[config.mk]
export PLATFORM = sky130hd
export DESIGN_NAME = alu_muldiv
export DESIGN_NICKNAME = d
export VERILOG_FILES = /design/src/rtl/alu_muldiv.sv
export SDC_FILE = /design/constraint.sdc
export NUM_CORES = 1
export LEC_CHECK = 0
export CORE_ASPECT_RATIO = 1.25
export CORE_UTILIZATION = 50
export DETAILED_ROUTE_END_ITERATION = 7
export DONT_BUFFER_PORTS = 1
export SETUP_SLACK_MARGIN = 0.5
export SKIP_CTS_REPAIR_TIMING = 1
export SLEW_MARGIN = 20
export SYNTH_ARGS = -nofsm -noshare
export SYNTH_HDL_FRONTEND = slang
export SYNTH_SLANG_ARGS = --single-unit
export TNS_END_PERCENT = 1
[constraint.sdc]
create_clock -name clk -period 6.29 [get_ports clk]
set_input_delay 1.887 -clock clk [delete_from_list [all_inputs] [get_ports clk]]
set_output_delay 1.887 -clock clk [all_outputs]
set_load 0.1 [all_outputs]
[src/rtl/alu_muldiv.sv]
// alu_muldiv: multi-cycle RV32M multiply/divide unit (shift-add multiplier, restoring divider).
// One bit per cycle, start/done handshake, abort for pipeline flush.
module alu_muldiv #(
    parameter int DATA_WIDTH    = 32,
    parameter int OPCODE_LENGTH = 3
) (
    input  logic                     clk,
    input  logic                     reset,
    input  logic                     start,
    input  logic                     abort,
    input  logic [OPCODE_LENGTH-1:0] Operation,
    input  logic [DATA_WIDTH-1:0]    SrcA,
    input  logic [DATA_WIDTH-1:0]    SrcB,
    output logic                     ready,
    output logic                     done,
    output logic [DATA_WIDTH-1:0]    ALUResult
);

    localparam int W     = DATA_WIDTH;
    localparam int CNT_W = $clog2(DATA_WIDTH + 1);

    localparam logic [2:0] OP_MUL    = 3'd0;
    localparam logic [2:0] OP_MULH   = 3'd1;
    localparam logic [2:0] OP_MULHSU = 3'd2;
    localparam logic [2:0] OP_DIV    = 3'd4;
    localparam logic [2:0] OP_DIVU   = 3'd5;
    localparam logic [2:0] OP_REM    = 3'd6;

    localparam logic [W-1:0] MIN_VAL = {1'b1, {(W-1){1'b0}}};

    typedef enum logic [1:0] {
        S_IDLE,
        S_MUL,
        S_DIV,
        S_DONE
    } state_e;

    state_e           state_q,   state_d;
    logic [CNT_W-1:0] count_q,   count_d;
    logic [2:0]       op_q,      op_d;
    logic [2*W-1:0]   work_q,    work_d;
    logic [W-1:0]     opb_q,     opb_d;
    logic             neg_q,     neg_d;
    logic             special_q, special_d;
    logic [W-1:0]     result_q,  result_d;

    logic [2:0]   op_in;
    logic         in_is_div, in_is_rem, a_signed, b_signed, a_neg, b_neg;
    logic         div_zero, overflow;
    logic [W-1:0] a_mag, b_mag, special_val;

    logic [W:0]     mul_sum, div_shift, div_diff;
    logic [2*W-1:0] mul_next, div_next, prod_fix;
    logic [W-1:0]   quo_fix, rem_fix, final_result;

    // Accept-time decode: operand magnitudes, result sign and the early-out cases.
    always_comb begin
        op_in     = Operation[2:0];
        in_is_div = op_in[2];
        in_is_rem = op_in[2] & op_in[1];
        a_signed  = (op_in == OP_MULH) || (op_in == OP_MULHSU) ||
                    (op_in == OP_DIV)  || (op_in == OP_REM);
        b_signed  = (op_in == OP_MULH) || (op_in == OP_DIV) || (op_in == OP_REM);
        a_neg     = a_signed & SrcA[W-1];
        b_neg     = b_signed & SrcB[W-1];
        a_mag     = a_neg ? -SrcA : SrcA;
        b_mag     = b_neg ? -SrcB : SrcB;
        div_zero  = in_is_div && (SrcB == '0);
        overflow  = ((op_in == OP_DIV) || (op_in == OP_REM)) &&
                    (SrcA == MIN_VAL) && (SrcB == '1);
        if (div_zero && !in_is_rem) begin
            special_val = '1;
        end else if (overflow && in_is_rem) begin
            special_val = '0;
        end else begin
            special_val = SrcA;
        end
    end

    // One iteration of each datapath; work_q holds {acc, multiplier} or {remainder, dividend}.
    always_comb begin
        mul_sum   = {1'b0, work_q[2*W-1:W]} + (work_q[0] ? {1'b0, opb_q} : {(W+1){1'b0}});
        mul_next  = {mul_sum, work_q[W-1:1]};
        div_shift = {work_q[2*W-1:W], work_q[W-1]};
        div_diff  = div_shift - {1'b0, opb_q};
        if (div_diff[W]) begin
            div_next = {div_shift[W-1:0], work_q[W-2:0], 1'b0};
        end else begin
            div_next = {div_diff[W-1:0], work_q[W-2:0], 1'b1};
        end
    end

    always_comb begin
        prod_fix = neg_q ? -work_q : work_q;
        quo_fix  = neg_q ? -work_q[W-1:0] : work_q[W-1:0];
        rem_fix  = neg_q ? -work_q[2*W-1:W] : work_q[2*W-1:W];
        case (op_q)
            OP_MUL:                      final_result = prod_fix[W-1:0];
            OP_DIV, OP_DIVU:             final_result = quo_fix;
            OP_REM, 3'd7:                final_result = rem_fix;
            default:                     final_result = prod_fix[2*W-1:W];
        endcase
        if (special_q) begin
            final_result = work_q[W-1:0];
        end
    end

    always_comb begin
        // NOTE: every signal gets its hold value first so no path leaves one unassigned (no latches).
        state_d   = state_q;
        count_d   = count_q;
        op_d      = op_q;
        work_d    = work_q;
        opb_d     = opb_q;
        neg_d     = neg_q;
        special_d = special_q;
        result_d  = result_q;

        case (state_q)
            S_IDLE: begin
                if (start && !abort) begin
                    op_d      = op_in;
                    neg_d     = in_is_rem ? a_neg : (a_neg ^ b_neg);
                    count_d   = CNT_W'(W);
                    special_d = div_zero || overflow;
                    if (div_zero || overflow) begin
                        work_d  = {{W{1'b0}}, special_val};
                        opb_d   = '0;
                        state_d = S_DONE;
                    end else begin
                        work_d  = {{W{1'b0}}, in_is_div ? a_mag : b_mag};
                        opb_d   = in_is_div ? b_mag : a_mag;
                        state_d = in_is_div ? S_DIV : S_MUL;
                    end
                end
            end
            S_MUL, S_DIV: begin
                work_d  = (state_q == S_MUL) ? mul_next : div_next;
                count_d = count_q - CNT_W'(1);
                if (count_q == CNT_W'(1)) begin
                    state_d = S_DONE;
                end
            end
            S_DONE: begin
                state_d = S_IDLE;
                if (!abort) begin
                    result_d = final_result;
                end
            end
            default: state_d = S_IDLE;
        endcase

        if (abort && (state_q != S_IDLE)) begin
            state_d = S_IDLE;
        end
    end

    // The result is forwarded in the done cycle and registered for later reads.
    assign ready     = (state_q == S_IDLE);
    assign done      = (state_q == S_DONE) && !abort;
    assign ALUResult = done ? final_result : result_q;

    always_ff @(posedge clk) begin
        // NOTE: state updates use non-blocking assignments so all flops sample pre-edge values.
        if (reset) begin
            state_q   <= S_IDLE;
            count_q   <= '0;
            op_q      <= '0;
            work_q    <= '0;
            opb_q     <= '0;
            neg_q     <= 1'b0;
            special_q <= 1'b0;
            result_q  <= '0;
        end else begin
            state_q   <= state_d;
            count_q   <= count_d;
            op_q      <= op_d;
            work_q    <= work_d;
            opb_q     <= opb_d;
            neg_q     <= neg_d;
            special_q <= special_d;
            result_q  <= result_d;
        end
    end

endmodule

==> metrics.md <==
| Metric | Value |
|---|---|
| Commonest cells after routing, fill and taps aside | `nand2_1, nor2_1, a21oi_1` |
| Starting density of the core | `0.512` |
| Cells on worst reg2reg path | `15` |
| Die Y | `approximately 190 um` |
| Largest cells by area after synthesis | `dfxtp_1, ha_1, a21oi_1` |
| Primary FF master, synth | `dfxtp_1` |
| Vias | `roughly 16,000` |
| Hold EP | `opb_q[27]` |
| Worst-path maximum fanout | `9` |
| First-pass GRT wire length | `roughly 91,000 um` |
| CTS buffer count | `17` |
| Multi-input combinational cell area | `0.0113 sq mm` |
| Slew @ Worst Pin | `1.19 ns` |
| MaxCap Viol Count | `0` |
| CP Buf/Inv Count | `0` |
| Synth unique cells | `between 90 and 100` |
| GRT Util Overall | `0.402` |
| Switching Fraction | `0.524` |
| Internal power | `between 2000 and 3000 uW` |
| CTS Sinks | `about 140` |
| Post-synthesis sequential area ratio | `0.193` |
| Fin. max-slew vios | `0` |
| Final setup violation count | `0` |
| CP cell instances | `or4_4 -> nor4_4 -> nand4_1 -> or3_4 -> nand2_1 -> xnor2_1 -> o21ai_0 -> a21oi_1 -> a311oi_4` |
| Gpl congestion | `around 1.1` |
| CTS tree | `yes` |
| Hold Path Origin | `opb_q[27]` |
| Worst-Skew Late Latency | `approximately 0.44 ns` |
| Vias in the first global route | `roughly 15,000` |
| FF-to-FF End | `work_q[0]` |
| Number of remaining DRC errors | `0` |
| CP arrival | `3.96 ns` |
| Placement Cell Area | `between 0.015 and 0.02 sq mm` |
| Final Hold Fails | `0` |
| Total chip power | `6270 uW` |
| Area leader, netlist | `dfxtp_1` |
| Pwr/cell area | `385 mW/mm^2` |
| Commonest non-fill, non-tap cell in the layout | `nand2_1` |
| Async set or reset register ratio after synthesis | `0` |
| Die area | `around 0.03 sq mm` |
| Post-synth EDFFs | `0` |
| Peak supply drop | `~750 uV` |
| R2R Setup Slk | `roughly 1.9 ns` |
| Number of port buffers | `0` |
| Cell row count | `69` |
| Worst EP required | `about 4.4 ns` |
| IO Pins | `105` |
| Synth top area share | `0.193` |
| Area Overhead vs Synth | `11.3%` |
| Final min period | `5.85 ns` |
| Crit path launch type | `flop` |
| Combinational share of power | `0.618` |
| Drt pass-1 iters | `6` |
| CP top delay family | `simple AND/OR/NAND/NOR gates` |
| Pin count of the biggest net entering global routing | `84` |
| Layout cell share with drive strength beyond 1 | `0.0981` |
| CP peak stage delay | `between 0.9 and 1 ns` |
| Register area | `0.00282 sq mm` |
| Final period util | `0.930` |
| Final core utilization | `0.570` |
| Clock Tree Buf Depth | `2` |
| Post-Syn Area | `approximately 0.015 sq mm` |
| Power share of the clock group | `0.168` |
| P_sw | `between 3000 and 4000 uW` |
| Htree depth | `4` |
| Yosys synthesis warning count | `0` |
| Worst setup EP type | `output pin` |
| Clock skew | `0.0151 ns` |
| Nets | `2,163` |
| Vias per cell | `around 6.6` |
| Hpwl dp | `between 40,000 and 50,000 um` |
| Die W | `155 um` |
| Mapped Cells | `2,063` |
| DRT iter0 DRCs | `roughly 1,600` |
| Sequential share of power | `0.214` |
| Syn Area/Cell | `approximately 7.1 sq um` |
| Core ar. | `0.0286 sq mm` |
| Launch point of the worst reg-to-reg path | `work_q[31]` |
| HP Class | `flop to flop` |
| Wire length per cell | `between 20 and 30 um` |
| Pre-CTS WS | `0.790 ns` |
| RSZ-0062 raised after global routing | `yes` |
| Worst slew margin | `0.204` |
| Number of synthesized register bits | `141` |
| FMAX | `0.171 GHz` |
| Setup crit start | `work_q[20]` |
| Syn nets | `about 2,200` |
| Root Buffer | `clkbuf_16` |
| Setup_tns | `0 ns` |
| DRT antenna net count | `0` |
| Lkg Pwr | `0.00623 uW` |
| Total gr overflow | `0` |
| Initial antenna violation count | `1` |
| WS Path Type | `flop to output pin` |
| Crit path max-delay cell type | `a311oi_4` |
| Status | `completed` |
| Detailed Route WL | `60,700 um` |
| Clk slew on worst S/H paths | `0.07 ns` |
| Post-route cell area | `0.0163 sq mm` |
| WHS Path Cells | `2` |
| Worst setup margin | `0.441 ns` |
| Fillers | `2,794` |
## synth_stat cells, types with 6 or more instances
| cell type | instances |
|---|---|
| a311oi_1 | 9 |
| o211ai_1 | 25 |
| o22ai_1 | 15 |
| a31oi_1 | 14 |
| xor2_1 | 68 |
| inv_1 | 73 |
| o221ai_1 | 19 |
| clkbuf_1 | 110 |
| nor3_1 | 67 |
| or3_1 | 18 |
| or4_1 | 8 |
| or2_2 | 8 |
| nand3_1 | 36 |
| nor2b_1 | 15 |
| buf_1 | 19 |
| nor4_1 | 24 |
| o31ai_1 | 28 |
| nand2b_1 | 24 |
| and3_1 | 9 |
| a221oi_1 | 10 |
| o31a_1 | 7 |
| dfxtp_1 | 141 |
| o21bai_1 | 6 |
| and2_1 | 32 |
| a22oi_1 | 24 |
| o41ai_1 | 12 |
| mux2i_1 | 64 |
| a211o_1 | 6 |
| a21o_1 | 39 |
| a221o_1 | 6 |
| nand2_1 | 210 |
| a211oi_1 | 27 |
| buf_2 | 15 |
| o21a_1 | 15 |
| nand4_1 | 14 |
| o21ai_0 | 166 |
| ha_1 | 74 |
| nor2_1 | 205 |
| xnor2_1 | 101 |
| a22o_1 | 20 |
| a21oi_1 | 177 |
## power by group through the flow
| stage | Combinational (uW) | Sequential [uW] | Clock (uW) |
|---|---|---|---|
| CTS | 3700 | 1320 | 1060 |
| global route | 4130 | 1360 | 1090 |
| detailed placement | 3690 | 1340 | 0 |
| global placement | 3670 | 1330 | 0 |
| finish | 3880 | 1340 | 1050 |
| floorplan | 2760 | 1180 | 0 |
## worst max path at each step
stage	cells after the start	end	slack, ns
2_1_floorplan	6	ALUResult[1]	-0.23
3_3_place_gp	12	ALUResult[28]	0.61
3_5_place_dp	8	ALUResult[24]	0.79
4_1_cts	8	ALUResult[24]	0.32
5_1_grt	8	ALUResult[24]	0.32
6_report	9	ALUResult[31]	0.44
## area by class of cell
cell class,count,area share
antenna,1,0.000154
clock buffer,17,0.0261
clock inverter,15,0.0107
inverter,73,0.0168
multi-input combinational,1700,0.693
sequential,141,0.173
tap,390,0.0299
timing repair buffer,83,0.0499
## per-layer routing
metal | wire, um | track usage | vias up
li1 | - | - | 7426
met1 | 23700 | 0.490 | 7476
met2 | 26500 | 0.623 | 811
met3 | 5660 | 0.0912 | 196
met4 | 4850 | 0.286 | 2
met5 | 8 | 0 | -
## flip-flops by register name (all words and copies together) (netlist names)
signal     count
op_q           3
result_q      32
work_q        64
state_q        2
opb_q         32
neg_q          1
special_q      1
count_q        6
## worst min-delay path, cell delays in order, from the launching register on
cell	delay, ns
dfxtp_1	0.31
nand2_1	0.05
a21oi_1	0.05
## kinds of logic after synthesis
logic type	Yosys count	synth area share
xor+xnor	169	0.101
compound gates	681	0.303
flops	141	0.193
simple gates	707	0.231
buf+inv	222	0.0598
fa+ha+maj	76	0.0660
mux	67	0.0461
## metrics by stage
step,std cells,hold slack (ns)
finish,2420,0.448
global route,2419,0.467
CTS,2418,0.449
detailed placement,2386,0.442
global placement,2386,0.436
floorplan,2063,0.432
No activity file was read; power rests on OpenSTA's default activity.
